$ cat config.mk
export PLATFORM = sky130hd
export DESIGN_NAME = env_gen
export DESIGN_NICKNAME = d
export VERILOG_FILES = /design/src/rtl/env_gen.sv
export SDC_FILE = /design/constraint.sdc
export NUM_CORES = 1
export LEC_CHECK = 0
export ABC_AREA = 1
export ABC_CLOCK_PERIOD_IN_PS = 2750
export CORE_UTILIZATION = 30
export DETAILED_ROUTE_END_ITERATION = 6
export PLACE_DENSITY = 0.65
export SYNTH_ARGS = -nofsm -noshare
export SYNTH_HDL_FRONTEND = slang
export SYNTH_SLANG_ARGS = --single-unit
$ cat constraint.sdc
create_clock -name clk -period 2.75 [get_ports clk]
set_input_delay 0.4125 -clock clk [delete_from_list [all_inputs] [get_ports clk]]
set_output_delay 0.4125 -clock clk [all_outputs]
set_load 0.05 [all_outputs]
$ cat src/rtl/env_gen.sv
// ADSR envelope generator.
// Level steps once per rate_pulse tick; gate edges drive stage transitions.
// Optional macro ENV_HARD_RETRIG_EN: a retrigger (gate rise in IDLE or RELEASE)
// also clears level to 0 on the transition edge. Without it the new attack
// starts from the present level.
module env_gen #(
  parameter int unsigned WIDTH = 8
) (
  input  logic             clk,
  input  logic             nrst,
  input  logic             rate_pulse,
  input  logic             gate,
  input  logic [WIDTH-1:0] attack_step,
  input  logic [WIDTH-1:0] decay_step,
  input  logic [WIDTH-1:0] sustain_lvl,
  input  logic [WIDTH-1:0] release_step,
  output logic [WIDTH-1:0] level,
  output logic [2:0]       state,
  output logic             done
);

  typedef enum logic [2:0] {
    StIdle    = 3'd0,
    StAttack  = 3'd1,
    StDecay   = 3'd2,
    StSustain = 3'd3,
    StRelease = 3'd4
  } state_e;

  localparam logic [WIDTH-1:0] Max     = {WIDTH{1'b1}};
  localparam logic [WIDTH:0]   MaxWide = {1'b0, Max};

  state_e           state_q, state_d;
  logic [WIDTH-1:0] level_q, level_d;
  logic             done_q, done_d;
  logic             gate_q;

  logic             rise, fall;
  logic [WIDTH:0]   att_sum;
  logic [WIDTH:0]   dec_diff;
  logic             att_hit_max;
  logic             dec_hit_sus;
  logic             rel_hit_zero;
  logic [WIDTH-1:0] retrig_level;

  assign rise = gate & ~gate_q;
  assign fall = ~gate & gate_q;

  // Extra bit on the sum catches overflow; on the difference it is the borrow.
  assign att_sum  = {1'b0, level_q} + {1'b0, attack_step};
  assign dec_diff = {1'b0, level_q} - {1'b0, decay_step};

  // A zero step means "jump straight to the stage target on the next tick".
  assign att_hit_max  = (attack_step == '0) || (att_sum >= MaxWide);
  assign dec_hit_sus  = (decay_step == '0) || dec_diff[WIDTH] ||
                        (dec_diff[WIDTH-1:0] <= sustain_lvl);
  assign rel_hit_zero = (release_step == '0) || (level_q <= release_step);

`ifdef ENV_HARD_RETRIG_EN
  assign retrig_level = '0;
`else
  assign retrig_level = level_q;
`endif

  // Next-state, next-level and done strobe; gate edges take priority over ticks.
  always_comb begin
    state_d = state_q;
    level_d = level_q;
    done_d  = 1'b0;
    case (state_q)
      StIdle: begin
        level_d = '0;
        if (rise) begin
          state_d = StAttack;
          level_d = '0;
        end
      end
      StAttack: begin
        if (fall) begin
          state_d = StRelease;
        end else if (rate_pulse) begin
          if (att_hit_max) begin
            level_d = Max;
            state_d = StDecay;
          end else begin
            level_d = att_sum[WIDTH-1:0];
          end
        end
      end
      StDecay: begin
        if (fall) begin
          state_d = StRelease;
        end else if (rate_pulse) begin
          if (dec_hit_sus) begin
            level_d = sustain_lvl;
            state_d = StSustain;
          end else begin
            level_d = dec_diff[WIDTH-1:0];
          end
        end
      end
      StSustain: begin
        if (fall) begin
          state_d = StRelease;
        end
      end
      StRelease: begin
        if (rise) begin
          state_d = StAttack;
          level_d = retrig_level;
        end else if (rate_pulse) begin
          if (rel_hit_zero) begin
            level_d = '0;
            state_d = StIdle;
            done_d  = 1'b1;
          end else begin
            level_d = level_q - release_step;
          end
        end
      end
      default: begin
        // Unreachable encodings recover to a clean idle.
        state_d = StIdle;
        level_d = '0;
      end
    endcase
  end

  // State, level, done and gate history registers.
  always_ff @(posedge clk or negedge nrst) begin
    if (!nrst) begin
      state_q <= StIdle;
      level_q <= '0;
      done_q  <= 1'b0;
      gate_q  <= 1'b0;
    end else begin
      state_q <= state_d;
      level_q <= level_d;
      done_q  <= done_d;
      gate_q  <= gate;
    end
  end

  assign level = level_q;
  assign state = state_q;
  assign done  = done_q;

endmodule

# Yosys cells after proc, flatten, opt, wreduce, memory -nomap -nowiden
# Cells that the tools add are included.
# Widths: inputs -> output; s select.
# classes
add_sub_neg	3
n_lt_le_gt_ge	3
n_eq_ne	18
n_mux	26
bitwise_logic	5
n_reduce_logical	10
# op_table
operator	n
$mux 8	9
$mux 3	11
$pmux 8 s4	1
$logic_not 8->1	3
$ne 3x3->1 const B	6
$le 8x8->1	2
$ne 2x2->1 const B	8
$pmux 3 s5	1
$add 8x8->9	1
$ge 9x8->1 const B	1
$sub 8x8->9	1
$reduce_and 8->1	1
$sub 8x8->8	1
$reduce_and 7->1	1
$eq 3x2->1 const B	2
$logic_or 1x1->1	4
$mux 1	4
$eq 3x1->1 const B	1
$eq 3x3->1 const B	1
$logic_not 3->1	1
$not 1->1	3
$and 1x1->1	2
# totals
ff_bits	13
output_inout_bits	12
wordCells	69

# Logic depth before layout (Yosys ltp)
# Gate-level depths: netlist (run 1).
# depth
ltp_word	7
mapped_depth	24

# Least setup slack after synthesis (run 1)
# OpenSTA, ideal clock, no wires.
# synth_timing
kind	flip-flop to flip-flop
start	register level_q[2], in the netlist level[2]
end	register state_q[1], in the netlist state[1]
arrival_ps	2971
t_required_ps	2630
slack_ps	-340
path_stages_with_launch	20
path_cell_list	dfrtp_1 -> ha_1 -> a21oi_1 -> or2_2 -> nand3_1 -> or2_2 -> nand2_1 -> inv_1 -> ha_1 -> nand2_1 -> nor2_1 -> nand2_1 -> nor2_1 -> nor2_1 -> nand3_2 -> nor2_1 -> nor2_1 -> nand3_1 -> nand2_1 -> nand2_1
# synth_between
elab_chain_len	5
word_cells_on_any_way	13
cone_classes	add/sub (2); order compare (3); eq/ne (3); reduce/logical (5)
# synth_lines
item	line_no	rtl
start, declared	34	logic [WIDTH-1:0] level_q, level_d;
start signal, assigned	138	level_q <= level_d;
$add 8x8->9 or $sub 8x8->9 (tied branches)	50, 51	
$ge 9x8->1, or another cell as far along	54	assign att_hit_max = (attack_step == '0) || (att_sum >= MaxWide);
$logic_or 1x1->1 (on tied branches)	54, 55	
$ne 3x3->1 (no line)	n/a	
$reduce_and 8->1 (no line) *	n/a	
end signal, assigned	132	state_q <= StIdle;
end signal, assigned	137	state_q <= state_d;
end, declared	33	state_e state_q, state_d;
# Every way passes the cells marked *; elsewhere a longest branch is shown, timed or not.
# A chain may end at the register's enable or synchronous reset.

# Final worst setup path (run 1)
# layout_timing
start	register level_q[0], in the netlist level[0]
end	register level_q[5], in the netlist level[5]
# layout_between
elab_chain_len	7
word_cells_on_any_way	20
cone_classes	add/sub (3); order compare (3); mux (10); reduce/logical (4)
# layout_lines
item	line_no	rtl
$add 8x8->9 or $sub 8x8->9 (tied branches)	50, 51	
$ge 9x8->1, or another cell as far along	54	
$logic_or 1x1->1 (on tied branches)	54, 55	
$mux 8 (on tied branches)	82, 94	
$mux 8 (on tied branches)	81, 93	
$mux 8 (on tied branches)	79, 91	
$pmux 8 s4 *	70	case (state_q)
# Every way passes the cells marked *; elsewhere a longest branch is shown, timed or not. The select of a mux whose other input is x is not followed.

==> results of run 1 <==
final cells by class:
type | count | area share (%)
tap | 102 | 3.54
timing repair buffer | 80 | 19.9
clock buffer | 4 | 1.25
inverter | 85 | 8.93
multi-input combinational | 328 | 57.1
sequential | 13 | 9.28
registers in the layout, indices dropped and copies added (netlist names):
| name | cells |
|---|---|
| state | 3 |
| gate_q | 1 |
| level | 8 |
| done | 1 |
path summary, 6_finish.rpt:
| kind | start | end | slack (ns) |
|---|---|---|---|
| min in group clk | state[2] | state[2] | 0.56 |
| min reg2reg | state[2] | state[2] | 0.56 |
| max reg2reg | level[0] | level[5] | -0.08 |
| max in group asynchronous | nrst | level[4] | 1.77 |
| min | nrst | state[0] | 0.54 |
| max | level[0] | level[5] | -0.08 |
timing repair:
item                                    4_1_cts  5_1_grt
resized for setup                            37       18
endpoints found under the setup margin       11       11
hold buffers                                  0        0
pin swaps                                    15       20
setup buffers                                 5        1
cell families after synthesis:
group,synth area share (%)
simple gates,45.5
fa+ha+maj,18.6
flops,13.1
buf+inv,13.3
compound gates,7.01
xor+xnor,2.47
metrics by stage:
stage	setup WS (ns)	util [%]	cell area [um^2]	setup TNS, ns
final	-0.0845	45.9	3600	-0.547
after global routing	-0.282	45.9	3600	-2.52
after CTS	-0.0943	44.7	3510	-0.484
after detailed placement	-0.688	42.3	3320	-6.96
after global placement	-0.682	42.3	3320	-6.87
after floorplan	-0.0400	-	2530	-0.134
worst max-delay path: stages, from the launching register on:
cell and delay (ns):
dfrtp_2 0.42, inv_4 0.08, ha_4 0.13, inv_2 0.04, fa_2 0.37, a31o_4 0.24, xor2_2 0.15, ha_1 0.28
nand2_2 0.08, nor2_4 0.05, nand2_2 0.06, nor2_2 0.03, nor2_2 0.18, nand3_4 0.12, buf_6 0.14, a21oi_2 0.11
nand2_1 0.10, nand3_2 0.07, nand2_1 0.05, nand2_1 0.06
layout by cell type (no fill, tap or decap), types with 11 or more instances in the layout:
cell type,count
ha_1,22
inv_1,71
a21oi_1,18
clkdlybuf4s50_1,40
nand2_1,138
nand3_1,27
buf_4,31
nand4_1,14
nor2_1,34
nand2_2,11
inv_2,12
power by group through the flow:
| stage | logic [mW] | clock network (mW) | registers, mW |
|---|---|---|---|
| after floorplan | 1.64 | 0 | 0.583 |
| after global placement | 2.74 | 0 | 0.343 |
| after detailed placement | 2.77 | 0 | 0.346 |
| after CTS | 2.96 | 0.180 | 0.353 |
| after global routing | 3.51 | 0.190 | 0.359 |
| final | 3.14 | 0.177 | 0.350 |
layer usage:
layer,vias to the layer above,wire length [um],GRT usage [%],share of wire [%]
met5,-,0,0,0
met4,0,65,2.82,0.88
met3,10,344,3.53,4.7
met2,57,3570,31.1,48
met1,1305,3410,22.0,46
li1,1510,-,-,-
==> summary.txt, run 1 <==
Outcome - complete, but fails checks
Failing checks - negative setup slack
Achievable clock frequency - 353 MHz
Synth top cells by count - nand2_1 (147), inv_1 (83), nor2_1 (38), ha_1 (32), nand3_1 (31)
Port bufs - 47
Multi-input logic area - 2060 um^2
Pwr/cell area - 1020 nW/um^2
PnR Total Power - 3.66 mW
Final hold vios - 0
Vias in the first global route - 2788
Initial antenna violation count - 0
Sequential Power Share - 9.5%
Synthesis-to-layout area growth - 45.2%
Num rows - 32
Via count - 2882
Starting Density - 31.6%
Crit path capture type - register
Vias per inst - 4.71
CTS tree - built
N_diodes - 0
YS warnings - 0
CTS clk-pin slew, worst paths - 0.06 ns
Syn Nets - 498
Core region area - 7850 um^2
Psw - 1.97 mW
#FFs+latches synth - 13
Routed WL per cell - 12.1 um
Sequential share of the synthesized area - 13.1%
Period minus WS final - 2.83 ns
Clock power share - 4.8%
Height of the die - 92.9 um
Post-synth top area cell - nand2_1
GRT overflow - 0
Largest net degree at the start of global routing - 14
Cells after synthesis - 427
Final setup margin - -0.0845 ns
Max IR drop VDD - 0.000424 V
Worst Path Arrival - 3.02 ns
Critical path class - reg2reg
Clk sinks - 13
Maxcap violations - 0
CP Data Required Time - 2.93 ns
Power Internal - 1.70 mW
I/O Pins - 48
Gpl congestion - 0.909
Clk buf depth - 2
Final nets - 582
Unique masters post-synth - 27
Reg2reg path depth - 19
Pins Over Slew Limit - 0
GRT Total Usage - 17.5%
Critical path launch point type - register
Ys flop type - dfrtp_1
Share of post-route cells with drive strength above 1 - 21.0%
Critical path fanouts, max - 4
Die area - 8630 um^2
Async S/R FF share, synth - 100%
Cell Count Post-Placement - 602
Final setup fails - 11
Remaining DRCs - 0
Cell Count, Final, Fillers Out - 612
FF/Latch Area - 334 um^2
Synth top area cells - nand2_1 (22%), ha_1 (16%), dfrtp_1 (13%)
Final clock skew - 0.00370 ns
Final ANT Viol Nets - 0
CTS HTree Levels - 1
Share of the synthesized area in the top cell type - 22.3%
Dpl hpwl - 6.00 mm
Max_slew headroom - 59.2%
Cts bufs inserted - 3
TritonRoute pass-1 iters - 4
Routed wire length - 7.40 mm
Die width - 92.9 um
Skew-Pair Late Insertion Delay - 0.25 ns
RSZ-0062 raised after global routing - true
Final worst path period share - 103%
Syn_area_per_cell - 5.81 um^2
Starting DRT DRC Count - 132
Cell Area, Synth - 2480 um^2
Comb power frac - 85.6%
Root Buffer - clkbuf_8
Switching share of total power - 53.6%
Worst-Margin Slew - 0.610 ns
Worst Hold Class - in2async
Filler Cells Inserted - 829
Most common cell in the netlist - nand2_1
Post-synth EDFFs - 0
WHS - 0.543 ns
First-pass GRT wire length - 12.1 mm
Pleak - 1.99 nW
No activity file was read; power rests on OpenSTA's default activity.
==> run 2: changes to the inputs <==
CAP_MARGIN = 20   (was unset)
==> results of run 2 <==
Same layout as run 1: the final DEF is identical, and so are final timing and power.
